$ cat config.mk
export PLATFORM = sky130hd
export DESIGN_NAME = avr_hvpp_sequencer_flat
export DESIGN_NICKNAME = d
export VERILOG_FILES = /design/src/rtl/avr_hvpp_pkg.sv /design/src/rtl/avr_hvpp_sequencer_if.sv /design/src/rtl/avr_hvpp_sequencer_sync2.sv /design/src/rtl/avr_hvpp_sequencer.sv /design/src/flat_wrapper.sv
export SDC_FILE = /design/constraint.sdc
export NUM_CORES = 1
export LEC_CHECK = 0
export CAP_MARGIN = 30
export CORE_MARGIN = 1
export CORE_UTILIZATION = 40
export DETAILED_ROUTE_END_ITERATION = 8
export PLACE_DENSITY = 0.61
export SYNTH_ARGS = -nofsm -noshare
export SYNTH_HDL_FRONTEND = slang
export SYNTH_SLANG_ARGS = --single-unit
$ cat constraint.sdc
create_clock -name clk -period 2.4 [get_ports clk]
set_clock_uncertainty 0.15 [all_clocks]
set_input_delay 0.72 -clock clk [delete_from_list [all_inputs] [get_ports clk]]
set_output_delay 0.72 -clock clk [all_outputs]
set_load 0.01 [all_outputs]
$ cat src/rtl/avr_hvpp_pkg.sv
// Shared op codes, state encoding and pin bundle for the AVR HVPP command sequencer.
package avr_hvpp_pkg;

  localparam int unsigned OP_W      = 3;
  localparam int unsigned DATA_W    = 8;
  localparam int unsigned PHASE_W   = 8;
  localparam int unsigned RDY_CNT_W = 16;

  localparam logic [OP_W-1:0] OP_LOAD_CMD     = 3'd0;
  localparam logic [OP_W-1:0] OP_LOAD_ADDR_LO = 3'd1;
  localparam logic [OP_W-1:0] OP_LOAD_ADDR_HI = 3'd2;
  localparam logic [OP_W-1:0] OP_LOAD_DATA_LO = 3'd3;
  localparam logic [OP_W-1:0] OP_LOAD_DATA_HI = 3'd4;
  localparam logic [OP_W-1:0] OP_PAGEL        = 3'd5;
  localparam logic [OP_W-1:0] OP_WRITE        = 3'd6;
  localparam logic [OP_W-1:0] OP_READ         = 3'd7;

  typedef enum logic [3:0] {
    ST_IDLE,
    ST_SETUP,
    ST_XTAL_HI,
    ST_XTAL_LO,
    ST_PL_HI,
    ST_PL_LO,
    ST_WR_LO,
    ST_BLANK,
    ST_WAIT_RDY,
    ST_OE_LO,
    ST_SAMPLE
  } state_e;

  typedef struct packed {
    logic xa1;
    logic xa0;
    logic bs1;
  } xa_bs_t;

  // Registered image of every line driven towards the target device
  typedef struct packed {
    logic              xtal;
    logic              xa0;
    logic              xa1_bs2;
    logic              pagel_bs1;
    logic              wr_n;
    logic              oe_n;
    logic [DATA_W-1:0] dout;
  } pins_t;

  localparam pins_t PINS_RESET = '{xtal: 1'b0, xa0: 1'b0, xa1_bs2: 1'b0, pagel_bs1: 1'b0,
                                   wr_n: 1'b1, oe_n: 1'b1, dout: '0};

  function automatic logic is_load(input logic [OP_W-1:0] op);
    return op <= OP_LOAD_DATA_HI;
  endfunction

  // XA1/XA0/BS1 selection for each load primitive
  function automatic xa_bs_t load_enc(input logic [OP_W-1:0] op);
    xa_bs_t e;
    case (op)
      OP_LOAD_CMD:     e = '{xa1: 1'b1, xa0: 1'b0, bs1: 1'b0};
      OP_LOAD_ADDR_LO: e = '{xa1: 1'b0, xa0: 1'b0, bs1: 1'b0};
      OP_LOAD_ADDR_HI: e = '{xa1: 1'b0, xa0: 1'b0, bs1: 1'b1};
      OP_LOAD_DATA_LO: e = '{xa1: 1'b0, xa0: 1'b1, bs1: 1'b0};
      OP_LOAD_DATA_HI: e = '{xa1: 1'b0, xa0: 1'b1, bs1: 1'b1};
      default:         e = '{xa1: 1'b0, xa0: 1'b0, bs1: 1'b0};
    endcase
    return e;
  endfunction

endpackage

$ cat src/rtl/avr_hvpp_sequencer_if.sv
// Host-side command/response handshake of the HVPP sequencer.
interface avr_hvpp_sequencer_if;
  import avr_hvpp_pkg::*;

  logic              cmd_valid;
  logic              cmd_ready;
  logic [OP_W-1:0]   cmd_op;
  logic [DATA_W-1:0] cmd_data;
  logic              rsp_valid;
  logic [DATA_W-1:0] rsp_data;
  logic              rsp_timeout;
  logic              busy;

  modport master (
    output cmd_valid, cmd_op, cmd_data,
    input  cmd_ready, rsp_valid, rsp_data, rsp_timeout, busy
  );

  modport slave (
    input  cmd_valid, cmd_op, cmd_data,
    output cmd_ready, rsp_valid, rsp_data, rsp_timeout, busy
  );

endinterface

$ cat src/rtl/avr_hvpp_sequencer_sync2.sv
// Two-flop synchronizer for a single asynchronous level input.
module sync2 (
  input  logic clk,
  input  logic rst_n,
  input  logic d,
  output logic q
);

  logic meta;

  always_ff @(posedge clk or negedge rst_n) begin
    if (!rst_n) begin
      meta <= 1'b0;
      q    <= 1'b0;
    end else begin
      meta <= d;
      q    <= meta;
    end
  end

endmodule

$ cat src/rtl/avr_hvpp_sequencer.sv
// Turns one-byte HVPP primitives into timed XTAL/WR/OE/PAGEL pulses and waits on RDY/BSY.
module avr_hvpp_sequencer
  import avr_hvpp_pkg::*;
#(
  parameter int unsigned XTAL_HALF   = 4,
  parameter int unsigned WR_PULSE    = 8,
  parameter int unsigned RDY_TIMEOUT = 50000
) (
  input  logic                     clk,
  input  logic                     rst_n,
  avr_hvpp_sequencer_if.slave      bus,
  output logic                     dut_xtal,
  output logic                     dut_xa0,
  output logic                     dut_xa1_bs2,
  output logic                     dut_pagel_bs1,
  output logic                     dut_wr_n,
  output logic                     dut_oe_n,
  output logic [DATA_W-1:0]        dut_dout,
  output logic                     dut_dout_oe,
  input  logic [DATA_W-1:0]        dut_din,
  input  logic                     dut_rdy
);

  localparam logic [PHASE_W-1:0]   HALF_LD  = PHASE_W'(XTAL_HALF - 1);
  localparam logic [PHASE_W-1:0]   WR_LD    = PHASE_W'(WR_PULSE - 1);
  localparam logic [PHASE_W-1:0]   BLANK_LD = PHASE_W'(1);
  localparam logic [RDY_CNT_W-1:0] RDY_LAST = RDY_CNT_W'(RDY_TIMEOUT - 1);

  state_e                 state, state_nx;
  logic [PHASE_W-1:0]     cnt, cnt_nx;
  logic [RDY_CNT_W-1:0]   rdy_cnt, rdy_cnt_nx;
  logic [OP_W-1:0]        op_q, op_nx;
  pins_t                  pins, pins_nx;
  logic [DATA_W-1:0]      din_q, din_nx;
  logic [DATA_W-1:0]      rsp_data_q, rsp_data_nx;
  logic                   rsp_valid_q, rsp_valid_nx;
  logic                   rsp_timeout_q, rsp_timeout_nx;
  logic                   cmd_ready_q, cmd_ready_nx;
  logic                   busy_q;
  logic                   rdy_s;
  logic                   phase_done;
  xa_bs_t                 enc;

  sync2 u_rdy_sync (
    .clk   (clk),
    .rst_n (rst_n),
    .d     (dut_rdy),
    .q     (rdy_s)
  );

  always_ff @(posedge clk or negedge rst_n) begin
    if (!rst_n) begin
      state         <= ST_IDLE;
      cnt           <= '0;
      rdy_cnt       <= '0;
      op_q          <= '0;
      pins          <= PINS_RESET;
      din_q         <= '0;
      rsp_data_q    <= '0;
      rsp_valid_q   <= 1'b0;
      rsp_timeout_q <= 1'b0;
      cmd_ready_q   <= 1'b1;
      busy_q        <= 1'b0;
    end else begin
      state         <= state_nx;
      cnt           <= cnt_nx;
      rdy_cnt       <= rdy_cnt_nx;
      op_q          <= op_nx;
      pins          <= pins_nx;
      din_q         <= din_nx;
      rsp_data_q    <= rsp_data_nx;
      rsp_valid_q   <= rsp_valid_nx;
      rsp_timeout_q <= rsp_timeout_nx;
      cmd_ready_q   <= cmd_ready_nx;
      busy_q        <= !cmd_ready_nx;
    end
  end

  // Next state; pin levels are derived from the next state so they are registered
  always_comb begin
    state_nx       = state;
    cnt_nx         = cnt;
    rdy_cnt_nx     = rdy_cnt;
    op_nx          = op_q;
    pins_nx        = pins;
    din_nx         = din_q;
    rsp_data_nx    = rsp_data_q;
    rsp_valid_nx   = 1'b0;
    rsp_timeout_nx = 1'b0;
    enc            = load_enc(bus.cmd_op);
    phase_done     = (cnt == '0);

    case (state)
      ST_IDLE: begin
        if (bus.cmd_valid && cmd_ready_q) begin
          op_nx    = bus.cmd_op;
          state_nx = ST_SETUP;
          cnt_nx   = HALF_LD;
          if (is_load(bus.cmd_op)) begin
            pins_nx.xa1_bs2   = enc.xa1;
            pins_nx.xa0       = enc.xa0;
            pins_nx.pagel_bs1 = enc.bs1;
            pins_nx.dout      = bus.cmd_data;
          end else if (bus.cmd_op == OP_PAGEL) begin
            pins_nx.pagel_bs1 = 1'b0;
          end else begin
            pins_nx.pagel_bs1 = bus.cmd_data[0];
            pins_nx.xa1_bs2   = bus.cmd_data[1];
          end
        end
      end
      ST_SETUP: begin
        if (phase_done) begin
          cnt_nx = HALF_LD;
          if (is_load(op_q)) begin
            state_nx = ST_XTAL_HI;
          end else if (op_q == OP_PAGEL) begin
            state_nx          = ST_PL_HI;
            pins_nx.pagel_bs1 = 1'b1;
          end else if (op_q == OP_WRITE) begin
            state_nx = ST_WR_LO;
            cnt_nx   = WR_LD;
          end else begin
            state_nx = ST_OE_LO;
          end
        end else begin
          cnt_nx = cnt - PHASE_W'(1);
        end
      end
      ST_XTAL_HI, ST_PL_HI: begin
        if (phase_done) begin
          state_nx          = (state == ST_PL_HI) ? ST_PL_LO : ST_XTAL_LO;
          cnt_nx            = HALF_LD;
          pins_nx.pagel_bs1 = (state == ST_PL_HI) ? 1'b0 : pins.pagel_bs1;
        end else begin
          cnt_nx = cnt - PHASE_W'(1);
        end
      end
      ST_XTAL_LO, ST_PL_LO: begin
        if (phase_done) begin
          state_nx     = ST_IDLE;
          rsp_valid_nx = 1'b1;
        end else begin
          cnt_nx = cnt - PHASE_W'(1);
        end
      end
      ST_WR_LO: begin
        if (phase_done) begin
          state_nx = ST_BLANK;
          cnt_nx   = BLANK_LD;
        end else begin
          cnt_nx = cnt - PHASE_W'(1);
        end
      end
      ST_BLANK: begin
        if (phase_done) begin
          state_nx   = ST_WAIT_RDY;
          rdy_cnt_nx = '0;
        end else begin
          cnt_nx = cnt - PHASE_W'(1);
        end
      end
      // RDY seen in the last allowed cycle still counts as success
      ST_WAIT_RDY: begin
        if (rdy_s) begin
          state_nx     = ST_IDLE;
          rsp_valid_nx = 1'b1;
        end else if (rdy_cnt == RDY_LAST) begin
          state_nx       = ST_IDLE;
          rsp_valid_nx   = 1'b1;
          rsp_timeout_nx = 1'b1;
        end else begin
          rdy_cnt_nx = rdy_cnt + RDY_CNT_W'(1);
        end
      end
      ST_OE_LO: begin
        if (phase_done) begin
          state_nx = ST_SAMPLE;
          din_nx   = dut_din;
        end else begin
          cnt_nx = cnt - PHASE_W'(1);
        end
      end
      ST_SAMPLE: begin
        state_nx     = ST_IDLE;
        rsp_valid_nx = 1'b1;
        rsp_data_nx  = din_q;
      end
      default: begin
        state_nx = ST_IDLE;
      end
    endcase

    pins_nx.xtal = (state_nx == ST_XTAL_HI);
    pins_nx.wr_n = (state_nx != ST_WR_LO);
    pins_nx.oe_n = (state_nx != ST_OE_LO);
    cmd_ready_nx = (state_nx == ST_IDLE);
  end

  assign bus.cmd_ready   = cmd_ready_q;
  assign bus.busy        = busy_q;
  assign bus.rsp_valid   = rsp_valid_q;
  assign bus.rsp_data    = rsp_data_q;
  assign bus.rsp_timeout = rsp_timeout_q;

  assign dut_xtal      = pins.xtal;
  assign dut_xa0       = pins.xa0;
  assign dut_xa1_bs2   = pins.xa1_bs2;
  assign dut_pagel_bs1 = pins.pagel_bs1;
  assign dut_wr_n      = pins.wr_n;
  assign dut_oe_n      = pins.oe_n;
  assign dut_dout      = pins.dout;
  assign dut_dout_oe   = pins.oe_n;

endmodule

$ cat src/flat_wrapper.sv
// flat-port wrapper written by rule: the top's interface ports become plain ports
module avr_hvpp_sequencer_flat import avr_hvpp_pkg::*;
#(
  parameter int unsigned XTAL_HALF   = 4,
  parameter int unsigned WR_PULSE    = 8,
  parameter int unsigned RDY_TIMEOUT = 50000
)
  (clk, rst_n, dut_xtal, dut_xa0, dut_xa1_bs2, dut_pagel_bs1, dut_wr_n, dut_oe_n, dut_dout, dut_dout_oe, dut_din, dut_rdy, bus_cmd_valid, bus_cmd_op, bus_cmd_data, bus_cmd_ready, bus_rsp_valid, bus_rsp_data, bus_rsp_timeout, bus_busy);
  avr_hvpp_sequencer_if bus_i ();
  input  logic clk;
  input  logic rst_n;
  output logic dut_xtal;
  output logic dut_xa0;
  output logic dut_xa1_bs2;
  output logic dut_pagel_bs1;
  output logic dut_wr_n;
  output logic dut_oe_n;
  output logic [DATA_W-1:0] dut_dout;
  output logic dut_dout_oe;
  input  logic [DATA_W-1:0] dut_din;
  input  logic dut_rdy;
  input wire logic [$bits(bus_i.cmd_valid)-1:0] bus_cmd_valid;
  input wire logic [$bits(bus_i.cmd_op)-1:0] bus_cmd_op;
  input wire logic [$bits(bus_i.cmd_data)-1:0] bus_cmd_data;
  output wire logic [$bits(bus_i.cmd_ready)-1:0] bus_cmd_ready;
  output wire logic [$bits(bus_i.rsp_valid)-1:0] bus_rsp_valid;
  output wire logic [$bits(bus_i.rsp_data)-1:0] bus_rsp_data;
  output wire logic [$bits(bus_i.rsp_timeout)-1:0] bus_rsp_timeout;
  output wire logic [$bits(bus_i.busy)-1:0] bus_busy;
  assign bus_i.cmd_valid = bus_cmd_valid;
  assign bus_i.cmd_op = bus_cmd_op;
  assign bus_i.cmd_data = bus_cmd_data;
  assign bus_cmd_ready = bus_i.cmd_ready;
  assign bus_rsp_valid = bus_i.rsp_valid;
  assign bus_rsp_data = bus_i.rsp_data;
  assign bus_rsp_timeout = bus_i.rsp_timeout;
  assign bus_busy = bus_i.busy;
  avr_hvpp_sequencer #(.XTAL_HALF(XTAL_HALF), .WR_PULSE(WR_PULSE), .RDY_TIMEOUT(RDY_TIMEOUT)) u_core (.clk(clk), .rst_n(rst_n), .bus(bus_i), .dut_xtal(dut_xtal), .dut_xa0(dut_xa0), .dut_xa1_bs2(dut_xa1_bs2), .dut_pagel_bs1(dut_pagel_bs1), .dut_wr_n(dut_wr_n), .dut_oe_n(dut_oe_n), .dut_dout(dut_dout), .dut_dout_oe(dut_dout_oe), .dut_din(dut_din), .dut_rdy(dut_rdy));
endmodule
# Yosys cells after proc, flatten, opt, wreduce, memory -nomap -nowiden
# Index checks and enable logic that the tools add are counted.
# totals
ff_bits,67
latch_bits,0
mem_bits_rw,0
mem_bits_ro,0
in_bits,23
out_inout_bits,27
word_cells,117
mem_count,0
# op_classes
n_addsub,2
multipliers,0
n_div,0
order_cmp,2
eq_ne,31
shift,0
n_mux,44
bitwise,0
reduce_logical,19
# op_table
op,count
two-way mux 8 bit,7
two-way mux 16 bit,3
two-way mux 4 bit,12
case mux 8 bit (5 select lines),1
case mux 16 bit (2 select lines),1
case mux 4 bit (8 select lines),1
adder 16 x 1 -> 16 bit (second input constant),1
equality test 16 bit (second input constant),1
equality test 4 x 3 -> 1 bit (second input constant),4
inequality test 2 x 1 -> 1 bit (second input constant),7
two-way mux 1 bit,13
equality test 3 bit (second input constant),4
equality test 4 x 2 -> 1 bit (second input constant),3
equality test 4 bit (second input constant),3
case mux 3 bit (4 select lines),1
AND reduction 3 bit,3
logical NOT 4 bit,2
logical NOT 8 bit,1
inequality test 2 bit (second input constant),4
subtractor 8 x 1 -> 8 bit (second input constant),1
AND reduction 7 bit,1
equality test 3 x 2 -> 1 bit (second input constant),2
<= comparator 3 bit (second input constant),2
two-way mux 3 bit,2
15 further kinds,18

# Depth between registers and ports, before layout
# Gate-level depths: netlist (run 1).
# logic_depth
word_depth,8
ltp_mapped,8

# By module
# From an unflattened synthesis (run 1), not the netlist that was laid out.
# hier_totals
hier_cells,334
hier_area_um2,3408.3
# modules_own_cells
module,n_inst,cells_per_inst,area_each_um2,seq_area_each_um2
avr_hvpp_sequencer,1,332,3358.2,1630.3
sync2,1,2,50.0,50.0

# Least setup slack after synthesis (run 1)
# OpenSTA, ideal clock, no wires.
# synth_path
kind,register to register
from,reg u_core.cnt[3]
to,reg u_core.cnt[3]
setup_time_ns,0.121
t_arrival_ns,2.019
required_time_ns,2.129
path_slack_ns,0.110
path_stages_with_launch,8
n_path_buf,2
synth_period_minus_slack_ns,2.290
path_cell_list,dfrtp_1 > or4_1 > buf_4 > nor4_2 > o31ai_1 > buf_2 > and2_4 > a22o_1
# synth_via
elab_chain_len,3
elab_cells_between_ends,9
cone_classes,add/sub: 1; eq/ne: 1; mux: 5; reduce/logical: 2
# synth_lines
element,line_no,source
from (decl),avr_hvpp_sequencer.sv:30,"logic [PHASE_W-1:0] cnt, cnt_nx;"
from (signal assigned),avr_hvpp_sequencer.sv:66,cnt <= cnt_nx;
subtractor 8 x 1 -> 8 bit or logical NOT 8 bit (tied branches),-,
"two-way mux 8 bit, or another cell as far along","avr_hvpp_sequencer.sv:140, avr_hvpp_sequencer.sv:156, avr_hvpp_sequencer.sv:177",
case mux 8 bit (5 select lines) or AND reduction 3 bit (tied branches),-,
# Several ways; a longest one is shown, not always the timed one. The select of a mux whose other input is x is not followed.
# A chain may end at the register's enable or synchronous reset.

# Worst setup path in the final report (run 1)
# layout_path
from,reg u_core.cnt[3]
to,reg u_core.cnt[2]
# layout_via
elab_chain_len,3
elab_cells_between_ends,7
cone_classes,eq/ne: 1; mux: 4; reduce/logical: 2
# layout_lines
element,line_no,source
logical NOT 8 bit *,avr_hvpp_sequencer.sv:91,phase_done = (cnt == '0);
"two-way mux 8 bit, or another cell as far along",avr_hvpp_sequencer.sv:148,if (phase_done) begin
case mux 8 bit (5 select lines) or AND reduction 3 bit (tied branches),-,
# Mark *: on every way between the ends. The rest lies on a longest branch, timed or not.

==> metrics.md, run 1 <==
| Metric | Value |
|---|---|
| Detail Route Antenna Nets | `0` |
| Share of synthesized area occupied by flip-flops and latches | `50.36%` |
| Synth area leaders | `sky130_fd_sc_hd__dfrtp_1, sky130_fd_sc_hd__mux2_2, sky130_fd_sc_hd__xor2_1` |
| Clock slew at the register clock pins of the worst setup and hold paths | `0.08 ns` |
| Signed area change from the synthesized netlist to the final layout | `31.35%` |
| Max Fclk | `430.2 MHz` |
| Predominant post-synthesis flop cell | `sky130_fd_sc_hd__dfrtp_1` |
| Number of warning messages in the yosys log | `0` |
| Number of standard cells in the final layout excluding fillers | `494` |
| Setup Crit Path Kind | `register to register` |
| Critical-path cell with the highest stage delay | `sky130_fd_sc_hd__or4_1` |
| Number of top-level design ports | `50` |
| Actual slew at the worst max-slew pin | `0.5332 ns` |
| Number of cells traversed by the worst register-to-register path | `7` |
| Number of global-route vias before repair | `2,594` |
| Max-Slew Margin vs Limit | `64.45%` |
| Cell area after technology mapping | `0.003337 sq mm` |
| Longest individual stage delay on the worst path | `0.51 ns` |
| Height of the chip | `93.34 microns` |
| Maximum buffer depth of the clock tree | `2` |
| Die Span X | `93.34 microns` |
| Final Max Tran Viols | `0` |
| Clock sink count | `67` |
| Nets@finish | `413` |
| Syn nets | `342` |
| Number of antenna violations at the first check in global routing | `0` |
| Nature of the critical path startpoint | `register` |
| Placed wire-length estimate | `5153 microns` |
| Gpl congestion | `0.8165` |
| Inserted Clock Buffers | `9` |
| Root buffer cell | `sky130_fd_sc_hd__clkbuf_8` |
| Die Footprint | `0.008711 sq mm` |
| Smallest setup slack after layout | `0.07540 ns` |
| WL/cell | `14.26 microns` |
| RSZ-0062 raised after global routing | `yes` |
| Required time at the worst-slack endpoint | `2.48 ns` |
| First-pass GRT wire length | `12,190 microns` |
| Layout filler cell count | `668` |
| Synthesized netlist cell count | `316` |
| Count of vias placed by the detailed router | `2,600` |
| Proportion of layout cells with a drive suffix above 1 | `18.62%` |
| Fraction of synthesized cell area taken by the top area cell type | `47.99%` |
| Worst-path cell chain | `or4_1, buf_4, nor4b_2, o31ai_1, buf_4, nor4b_1, a211o_1` |
| Count of port buffers added during placement | `49` |
| Status | `finished clean` |
| Power per unit of standard cell area | `837.4 mW/mm^2` |
| Area of the core | `0.007888 sq mm` |
| Post-synthesis async set-or-reset flop share | `100.0%` |
| Kind of end point of the critical path | `register` |
| Data arrival time at the worst-slack endpoint | `2.41 ns` |
| Via-to-Cell Ratio | `5.263` |
| Post-Syn Area per Cell | `10.56 sq um` |
| Final routed DRC violation total | `0` |
| CP most frequent cell | `sky130_fd_sc_hd__buf_4` |
| Final number of setup-violating endpoints | `0` |
| Global routing usage summed across all routing layers | `18.11%` |
| Max-Cap Viols | `0` |
| Routed wire length | `7046 microns` |
| Worst IR drop on VDD | `0.0004423 V` |
| Post-CTS Setup Inserts | `0` |
| Type of the most critical hold path | `input port to async pin` |
| Period minus WS final | `2.325 ns` |
| Overall power after layout | `3.670 mW` |
| Final worst-path cycle share | `96.86%` |
| CTS H-Tree Depth | `3` |
| Largest net degree at the start of global routing | `27` |
| Hold_ws | `0.1969 ns` |
| Number of DRC markers in iteration 0 | `96` |
| Synthesized flop and latch total | `67` |
| Initial Util | `42.31%` |
| Aggregate global routing overflow | `0` |
| Clock insertion delay at the later pin of the skew report | `0.35 ns` |
| Iteration count of the initial detailed-routing pass | `4` |
| Number of rows in the core area | `32` |
| Number of enable flip-flop cells after synthesis | `0` |
| Number of cells in the design after placement | `478` |
| Clock tree from TritonCTS | `built` |
| Cell type contributing the most total cell area after synthesis | `sky130_fd_sc_hd__dfrtp_1` |
| Final design utilization | `55.57%` |
| Inserted Diodes | `0` |
| Unique cell type count in the Yosys netlist | `55` |
| Maximum fanout along the worst path | `11` |
| Pre-CTS worst setup slack | `-0.04237 ns` |
| Hold Violations, Final | `0` |
| Leakage | `1.954 nW` |
[logic make-up (layout without fill, tap and decap cells)]
| logic type | Yosys count | count (layout) | share of synthesized area [%] |
|---|---|---|---|
| xor+xnor | 15 | 15 | 3.937 |
| compound gates | 45 | 45 | 9.524 |
| mux | 29 | 29 | 9.636 |
| flops | 67 | 67 | 50.36 |
| fa+ha+maj | 3 | 3 | 1.125 |
| buf+inv | 22 | 98 | 2.737 |
| simple gates | 135 | 135 | 22.69 |
[final timing paths]
check                                                 endpoint  slack (ns)                             start
worst max-delay path                 u_core.cnt[2]$_DFFE_PN0P_        0.08         u_core.cnt[3]$_DFFE_PN0P_
worst min-delay path                u_core.op_q[1]$_DFFE_PN0P_        0.20                             rst_n
worst max register to register       u_core.cnt[2]$_DFFE_PN0P_        0.08         u_core.cnt[3]$_DFFE_PN0P_
max in group asynchronous       u_core.rdy_cnt[11]$_DFFE_PN0P_        1.38                             rst_n
worst min register to register   u_core.u_rdy_sync.q$_DFF_PN0_        0.22  u_core.u_rdy_sync.meta$_DFF_PN0_
min in group clk                 u_core.u_rdy_sync.q$_DFF_PN0_        0.22  u_core.u_rdy_sync.meta$_DFF_PN0_
[worst max-delay path, delay by kind of cell (launching register included)]
| family | cells | cell delay (ns) |
|---|---|---|
| DFF | 1 | 0.38 |
| and+or+nand+nor | 3 | 0.97 |
| buffers and inverters | 2 | 0.37 |
| AOI/OAI and AO/OA | 2 | 0.34 |
[sequential cells by signal, indices dropped and copies added, names as in the netlist]
signal                  flops
u_core.u_rdy_sync.q         1
u_core.dut_wr_n             1
u_core.bus.rsp_valid        1
u_core.din_q                8
u_core.op_q                 3
u_core.dut_dout_oe          1
u_core.bus.rsp_data         8
u_core.bus.rsp_timeout      1
u_core.dut_dout             8
u_core.dut_pagel_bs1        1
u_core.dut_xa1_bs2          1
u_core.dut_xtal             1
u_core.rdy_cnt             16
u_core.u_rdy_sync.meta      1
u_core.state                4
u_core.cnt                  8
u_core.dut_xa0              1
u_core.bus.cmd_ready        1
u_core.bus.busy             1
[routing by layer]
layer	part of all wire (%)	vias up	wire length, microns	GRT usage (%)
met5	0	-	0	0
met2	46	51	3212	27.39
met1	48	1258	3399	24.62
li1	-	1284	-	-
met4	0.99	0	70	5.769
met3	5.2	7	364	5.854
[placed cells by master (no fill, tap or decap), drive strengths merged, types with 3 or more instances in the layout]
master,n
nand2,28
mux2,25
buf,29
or3,3
and3,8
nand4,10
a22o,3
dfstp,3
inv,9
or4,3
nand2b,8
xor2,14
o21ai,11
clkdlybuf4s50,48
o2111ai,4
nor3,5
or2,4
o2bb2ai,4
clkbuf,9
and2,4
nor4,5
nor4b,4
mux2i,4
and4,3
dfrtp,64
a21oi,6
nand3,11
ha,3
nor2,31
[synth_stat cells, drive strengths merged (6+ instances only)]
master,count
o21ai,11
nand2b,8
clkbuf,14
xor2,14
nor2,31
nand3,11
and3,8
nand4,10
nand2,28
mux2,25
a21oi,6
dfrtp,64
[repair_timing]
item | CTS | global route
hold buffers | 0 | 0
gates resized for setup | 0 | 2
endpoints found under the setup margin | 0 | 17
[power breakdown]
group          total [mW]  internal [mW]  leakage [nW]  switching [mW]
sequential           1.42           1.28         0.860           0.147
clock                1.08          0.605         0.117           0.479
combinational        1.16          0.578         0.978           0.583
total                3.67           2.46          1.95            1.21
[final cells by class]
type	instances	area, sq um	share of cell area (%)
clock buffers	9	123.9	2.826
flip-flops and latches	67	1680	38.34
repair buffers	77	745.7	17.01
multi-input cells	227	1580	36.05
clock inverters	7	106.4	2.426
inverters	5	18.77	0.4282
well taps	102	127.6	2.912
[stage by stage]
step | instance area [sq um] | setup TNS, ns
2_1_floorplan | 3337 | 0
3_3_place_gp | 4138 | 0
3_5_place_dp | 4138 | -0.04237
4_1_cts | 4368 | 0
5_1_grt | 4383 | -0.1202
6_report | 4383 | 0
Power figures use the tool's default switching activity.
==> inputs of run 2 (changes only) <==
Settings changed: SLEW_MARGIN from default to 10, TNS_END_PERCENT from default to 50.
==> results of run 2 <==
No change in the layout: final DEF, timing and power equal those of run 1.
